File: src/rtl/panda_risc_v_itcm_ctrler.sv
`default_nettype none
// ============================================================================
// Module  : panda_risc_v_itcm_ctrler
// Brief   : ICB slave serving instruction/loader traffic from a 1-cycle ITCM,
//           with range/alignment checks and a 2-entry response FIFO.
// Revision: 1.0 - initial release
// ============================================================================
module panda_risc_v_itcm_ctrler #(
    parameter logic [31:0] ITCM_BASE        = 32'h0000_0000,
    parameter int          ITCM_DEPTH       = 4096,
    parameter int          simulation_delay = 1
) (
    input  logic        clk,
    input  logic        resetn,

    input  logic [31:0] s_icb_cmd_addr,
    input  logic        s_icb_cmd_read,
    input  logic [31:0] s_icb_cmd_wdata,
    input  logic [3:0]  s_icb_cmd_wmask,
    input  logic        s_icb_cmd_valid,
    output logic        s_icb_cmd_ready,

    output logic [31:0] s_icb_rsp_rdata,
    output logic        s_icb_rsp_err,
    output logic        s_icb_rsp_valid,
    input  logic        s_icb_rsp_ready,

    output logic        itcm_en,
    output logic [3:0]  itcm_wen,
    output logic [15:0] itcm_addr,
    output logic [31:0] itcm_din,
    input  logic [31:0] itcm_dout
);

    localparam int          AW    = (ITCM_DEPTH > 1) ? $clog2(ITCM_DEPTH) : 1;
    localparam logic [32:0] LIMIT = {1'b0, ITCM_BASE} + (33'(ITCM_DEPTH) * 33'd4);

    // Register-only ready: held low until the first clock after reset release.
    logic        rdy_en_q;

    logic        s1_vld_q, s1_vld_d;
    logic        s1_err_q, s1_err_d;
    logic        s1_read_q, s1_read_d;

    logic [31:0] fifo_data_q [2];
    logic        fifo_err_q  [2];
    logic        wptr_q, wptr_d;
    logic        rptr_q, rptr_d;
    logic [1:0]  cnt_q, cnt_d;

    logic [1:0]  w_occ;
    logic        w_cmd_hs;
    logic        w_err;
    logic [31:0] w_off;
    logic        w_fifo_empty;
    logic [31:0] w_s1_rdata;
    logic        w_push;
    logic        w_pop;

    logic        unused_sim_delay;
    logic [15:0] unused_off;

    assign unused_sim_delay = (simulation_delay != 0);
    assign unused_off       = 16'({w_off[31:AW+2], w_off[1:0]});

    assign w_occ           = {1'b0, s1_vld_q} + cnt_q;
    assign s_icb_cmd_ready = rdy_en_q & (w_occ <= 2'd1);
    assign w_cmd_hs        = s_icb_cmd_valid & s_icb_cmd_ready;

    // 33-bit compare so a window ending at the top of the address map cannot wrap.
    assign w_err = (s_icb_cmd_addr[1:0] != 2'b00)
                 | ({1'b0, s_icb_cmd_addr} <  {1'b0, ITCM_BASE})
                 | ({1'b0, s_icb_cmd_addr} >= LIMIT);

    assign w_off     = s_icb_cmd_addr - ITCM_BASE;
    assign itcm_addr = 16'(w_off[AW+1:2]);
    assign itcm_din  = s_icb_cmd_wdata;
    assign itcm_en   = w_cmd_hs & ~w_err;
    assign itcm_wen  = (w_cmd_hs & ~w_err & ~s_icb_cmd_read) ? s_icb_cmd_wmask : 4'b0000;

    assign s1_vld_d  = w_cmd_hs;
    assign s1_err_d  = w_cmd_hs & w_err;
    assign s1_read_d = w_cmd_hs & s_icb_cmd_read;

    assign w_s1_rdata   = (s1_read_q & ~s1_err_q) ? itcm_dout : 32'h0;
    assign w_fifo_empty = (cnt_q == 2'd0);

    assign s_icb_rsp_valid = ~w_fifo_empty | s1_vld_q;
    assign s_icb_rsp_rdata = w_fifo_empty ? w_s1_rdata : fifo_data_q[rptr_q];
    assign s_icb_rsp_err   = w_fifo_empty ? s1_err_q   : fifo_err_q[rptr_q];

    // SRAM data is only valid this cycle, so park it unless the bypass takes it.
    assign w_push = s1_vld_q & ~(w_fifo_empty & s_icb_rsp_ready);
    assign w_pop  = ~w_fifo_empty & s_icb_rsp_ready;

    always_comb begin
        wptr_d = wptr_q;
        rptr_d = rptr_q;
        cnt_d  = cnt_q;
        if (w_push) begin
            wptr_d = ~wptr_q;
        end
        if (w_pop) begin
            rptr_d = ~rptr_q;
        end
        if (w_push && !w_pop) begin
            cnt_d = cnt_q + 2'd1;
        end else if (w_pop && !w_push) begin
            cnt_d = cnt_q - 2'd1;
        end
    end

    always_ff @(posedge clk or negedge resetn) begin
        if (!resetn) begin
            rdy_en_q  <= 1'b0;
            s1_vld_q  <= 1'b0;
            s1_err_q  <= 1'b0;
            s1_read_q <= 1'b0;
            wptr_q    <= 1'b0;
            rptr_q    <= 1'b0;
            cnt_q     <= 2'd0;
        end else begin
            rdy_en_q  <= 1'b1;
            s1_vld_q  <= s1_vld_d;
            s1_err_q  <= s1_err_d;
            s1_read_q <= s1_read_d;
            wptr_q    <= wptr_d;
            rptr_q    <= rptr_d;
            cnt_q     <= cnt_d;
        end
    end

    always_ff @(posedge clk or negedge resetn) begin
        if (!resetn) begin
            fifo_data_q[0] <= 32'h0;
            fifo_data_q[1] <= 32'h0;
            fifo_err_q[0]  <= 1'b0;
            fifo_err_q[1]  <= 1'b0;
        end else if (w_push) begin
            fifo_data_q[wptr_q] <= w_s1_rdata;
            fifo_err_q[wptr_q]  <= s1_err_q;
        end
    end

endmodule
`default_nettype wire

File: config.mk
export PLATFORM = sky130hd
export DESIGN_NAME = panda_risc_v_itcm_ctrler
export DESIGN_NICKNAME = d
export VERILOG_FILES = /design/src/rtl/panda_risc_v_itcm_ctrler.sv
export SDC_FILE = /design/constraint.sdc
export NUM_CORES = 1
export LEC_CHECK = 0
export ABC_AREA = 0
export CELL_PAD_IN_SITES_DETAIL_PLACEMENT = 1
export CELL_PAD_IN_SITES_GLOBAL_PLACEMENT = 1
export CORE_MARGIN = 2
export CORE_UTILIZATION = 30
export CTS_CLUSTER_SIZE = 8
export DETAILED_ROUTE_END_ITERATION = 8
export PLACE_DENSITY_LB_ADDON = 0.2
export SLEW_MARGIN = 20
export SYNTH_ARGS = -nofsm -noshare
export SYNTH_HDL_FRONTEND = slang
export SYNTH_SLANG_ARGS = --single-unit
File: constraint.sdc
create_clock -name clk -period 2.5 [get_ports clk]
set_clock_uncertainty 0.1 [all_clocks]
set_input_delay 0.75 -clock clk [delete_from_list [all_inputs] [get_ports clk]]
set_output_delay 0.75 -clock clk [all_outputs]
set_load 0.01 [all_outputs]
== Yosys cells after proc, flatten, opt, wreduce, memory -nomap -nowiden ==
Cells that the tools add are included.

* $add $sub $neg: 3
* Order comparisons: 5
* Muxes and demuxes: 18
* Bitwise operators: 21
* Reduce and logical (&&, ||, !) cells: 8

{| class="wikitable"
|+ Operators by type and width
! kind !! count
|-
| $mux W32 || 6
|-
| $bwmux W64 || 1
|-
| $demux W32 S1 || 1
|-
| $ge A32 B15 Y1 const B || 1
|-
| $and A1 B1 Y1 || 10
|-
| $not A1 Y1 || 7
|-
| $mux W1 || 5
|-
| $ge A2 B2 Y1 const B || 2
|-
| $mux W2 || 2
|-
| $mux W4 || 1
|-
| $not A1 Y2 || 2
|-
| $reduce_bool A2 Y1 || 2
|-
| $logic_and A1 B1 Y1 || 3
|-
| $add A1 B2 Y2 || 1
|-
| $add A2 B1 Y2 const B || 1
|-
| $bwmux W2 || 1
|-
| $le A2 B1 Y1 const B || 1
|-
| $logic_not A1 Y1 || 2
|-
| $logic_not A2 Y1 || 1
|-
| $lt A2 B1 Y1 const B || 1
|-
| $or A1 B1 Y1 || 2
|-
| $sub A2 B1 Y2 const B || 1
|-
| $demux W1 S1 || 1
|}

* Bits in registers: 74
* Output and inout bits: 88
* Logic and storage cells: 66

== Depth between registers and ports, before layout ==
Gate-level depths: netlist (run 1).

* Word-level depth: 8
* Mapped depth: 6
* Depth with buffers taken out: 3

== Worst setup path after synthesis (run 1) ==
Ideal clock, no wire load.

* Kind: in2out
* From: input port s_icb_cmd_addr[19]
* To: output port itcm_wen[0]
* Data arrival time: 1.855 ns
* Required time: 1.650 ns
* Path slack: -0.205 ns
* Stages on the path: 3
* Cells stage by stage: or4_1 clkbuf_1 nor4_1

* Word-level cells in the longest chain between the ends: 6

{| class="wikitable"
|+ RTL lines
! what !! line !! source
|-
| start, declared || 16 || <nowiki>input logic [31:0] s_icb_cmd_addr,</nowiki>
|-
| $ge A32 B15 Y1 || 73 || <nowiki>| ({1'b0, s_icb_cmd_addr} >= LIMIT);</nowiki>
|-
| $or A1 B1 Y1 || 73 ||
|-
| $not A1 Y1 || 79 || <nowiki>assign itcm_wen = (w_cmd_hs & ~w_err & ~s_icb_cmd_read) ? s_icb_cmd_wmask : 4'b0000;</nowiki>
|-
| $and A1 B1 Y1 (2 in a row) || 79 ||
|-
| $mux W4 || 79 ||
|-
| end, declared || 29 || <nowiki>output logic [3:0] itcm_wen,</nowiki>
|}

No other way between the ends.

== Worst setup path in the final report (run 1) ==
* From: input port s_icb_cmd_addr[29]
* To: output port itcm_wen[2]

Same word-level chain as after synthesis.

==> results.md, run 1 <==
- Status: complete, but fails checks
- Failing checks: negative setup slack
- Clk slew on worst S/H paths: 0.06 ns
- Synth-to-layout area growth: 38.8%
- Max Cap Violations: 0
- I/O Buffers: 100
- Post-layout min period: about 2.7 ns
- Htree depth: 3
- Number of hold buffers added after CTS: 0
- CP Capture Type: primary output
- CP bufs+invs: 3
- FFs w/ async S/R, synth: 100%
- Via density: slightly below 5
- Worst-skew pair later-pin latency: approximately 0.33 ns
- Worst path most repeated cell: buf_6
- Core ar.: about 0.014 mm^2
- Finish-stage setup viols: 6
- Crit path kind: in2out
- Vias: approximately 3,200
- Die ar.: 0.0152 mm^2
- TNS Setup: -0.656 ns
- Post-synth EDFFs: 0
- Detailed Routing Iterations Pass 1: 4
- CTS Buffer Depth: 2
- Final hold vios: 0
- Cell family with most CP delay: simple AND/OR/NAND/NOR gates
- Avg WL per Cell: ~17 um
- Leading area contributor after synthesis: dfrtp_1
- Main synth FF type: dfrtp_1
- Setup WS post-layout: -0.151 ns
- Critical path arrival: about 1.8 ns
- Gr ovfl total: 0
- Height of the die: between 100 and 150 um
- Leakage: 2.85 nW
- Rel. slew slack: ~66%
- CP Max Fanout: 6
- Power Dens Cells: 705 mW/mm^2
- RSZ-0062 raised after global routing: yes
- Beginning of the critical path: s_icb_cmd_addr[29]
- VDD IR max: 396 uV
- Max Freq: 0.377 GHz
- Initial antenna violation count: 0
- Nets: 576
- FF+latch count, synth: 74
- First-pass GRT wire length: ~17,000 um
- # rows: 43
- Crit path cell chain: buf_6 > nor4_2 > nand4_1 > buf_6 > nor4_4 > buf_2
- Drt drc: 0
- Commonest non-fill, non-tap cell in the layout: dfrtp_1
- Antenna diode count: 0
- Detailed Route WL: 11,200 um
- CTS Root Cell: clkbuf_16
- Yosys cell types: 33
- Data required time of the critical path: 1.65 ns
- Period utilization: 106%
- Yosys warns: 0
- Seq/Total Area, Yosys: between 40% and 50%
- GR Util All Layers: around 14%
- CP Launch Type: input pin
- Largest net degree at the start of global routing: 37
- Cells after Synth: approximately 400
- Initial DRC Count: 55
- Commonest non-fill, non-tap cells in the layout: dfrtp_1 (72), mux2_2 (64), buf_2 (41), clkdlybuf4s50_1 (36), mux2i_1 (34)
- Vias in the first global route: 3,271
- Initial Utilization: 30.7%
- CTS tree: built
- Die Wd: 123 um
- RR Startpoint: cnt_q[0]
- DP HPWL: slightly above 7000 um
- Clock buffer count from CTS: 9
- Routability cong.: about 0.66
- Hold slack final: 0.291 ns
- Routed Antenna Nets: 0
- IO Count: slightly below 200
- Max incr delay on CP: ~0.26 ns
- Worst slew pin tran: between 0.5 and 0.6 ns
- Slowest CP cell: nor4_2
- Sink Count: 74
- Max-slew violation count: 0
- Top post-synthesis cells by area: dfrtp_1 (43%), mux2_2 (17%), buf_4 (8.4%), mux2i_1 (7.9%), and2_1 (4.7%)
- Post-Syn Area per Cell: between 10 and 15 um^2
- Hold WC Path Type: in2async
- Post-synth top area share: 43.2%
- Cell Area, Synth: 0.00428 mm^2
- Layout cell share with drive strength beyond 1: between 40% and 50%
- Utilization after layout: ~43%
## logic make-up after synthesis
| logic type | Yosys count | synth area share, % |
|---|---|---|
| buffers and inverters | 76 | 12.3 |
| muxes | 100 | 25.3 |
| DFF | 74 | 43.2 |
| and+or+nand+nor | 94 | 13.3 |
| AOI/OAI and AO/OA | 42 | 5.20 |
| other | 2 | 0.175 |
| xor gates and xnor gates | 2 | 0.409 |
## stage by stage
step	power (W)	area, um^2	setup slack [ns]	std cells
after floorplan	0.00223	4320	-0.0217	393
after global placement	0.00262	5360	-0.920	626
after detailed placement	0.00266	5360	-0.961	626
after CTS	0.00408	5620	-0.214	648
after global routing	0.00440	5940	-0.220	656
final	0.00419	5940	-0.151	656
## registers in the layout, indices dropped and copies added, names as in the netlist
name	flops
rdy_en_q	1
s1_read_q	1
cnt_q	2
fifo_err_q	2
fifo_data_q	64
s1_err_q	1
rptr_q	1
s1_vld_q	1
wptr_q	1
## power breakdown
group	switching (W)	leakage (nW)	internal (W)
Combinational	0.000605	1.67	0.000691
Clock	0.000509	0.163	0.000903
Sequential	0.000105	1.01	0.00138
## metal layers
layer	global-route usage (%)	vias up	share of wire (%)
met5	0	-	0
met4	4.05	0	0.81
met3	4.34	12	6.4
met2	23.8	95	50
met1	18.0	1568	43
li1	-	1478	-
## cells in the mapped netlist, types with 2 or more instances
library cell and n:
dfrtp_1 74, mux2_2 64, buf_4 48, o21ai_0 35, mux2i_1 34, and2_1 32
nand3_1 32, buf_2 14, nor4_1 8, clkbuf_1 7, buf_6 6, nand2b_1 5
a21oi_1 3, nor2b_1 3, and3_1 2, conb_1 2, mux2_1 2, nand2_1 2
nor2_1 2, xnor2_1 2
## cell type report
type	instances	area, um^2
Clock buffer	10	239
Clock inverter	6	87.6
Timing Repair Buffer	142	1330
Sequential cell	74	1850
Tap cell	180	225
Fill cell	1495	7990
Multi-Input combinational cell	243	2200
Inverter	1	3.75
## worst paths after layout
path	end	slack, ns	cells after the start
max	itcm_wen[2]	-0.15	6
min	fifo_data_q[55]	0.29	1
max reg2reg	fifo_data_q[1]	0.51	6
min reg2reg	fifo_data_q[4]	0.40	1
max in group asynchronous	fifo_data_q[8]	1.41	2
min in group clk	fifo_data_q[4]	0.40	1
## repair_timing
action,in CTS,in global routing
pin swaps,12,12
setup buffers,5,4
gates resized for setup,212,88
setup endpoints to repair,40,27
gates cloned,1,4
(Power assumes the default switching activity.)
==> run 2: changes to the inputs <==
HOLD_SLACK_MARGIN = 0.08   (was not set)
==> results of run 2 <==
Same layout as run 1: the final DEF is identical, and so are final timing and power.
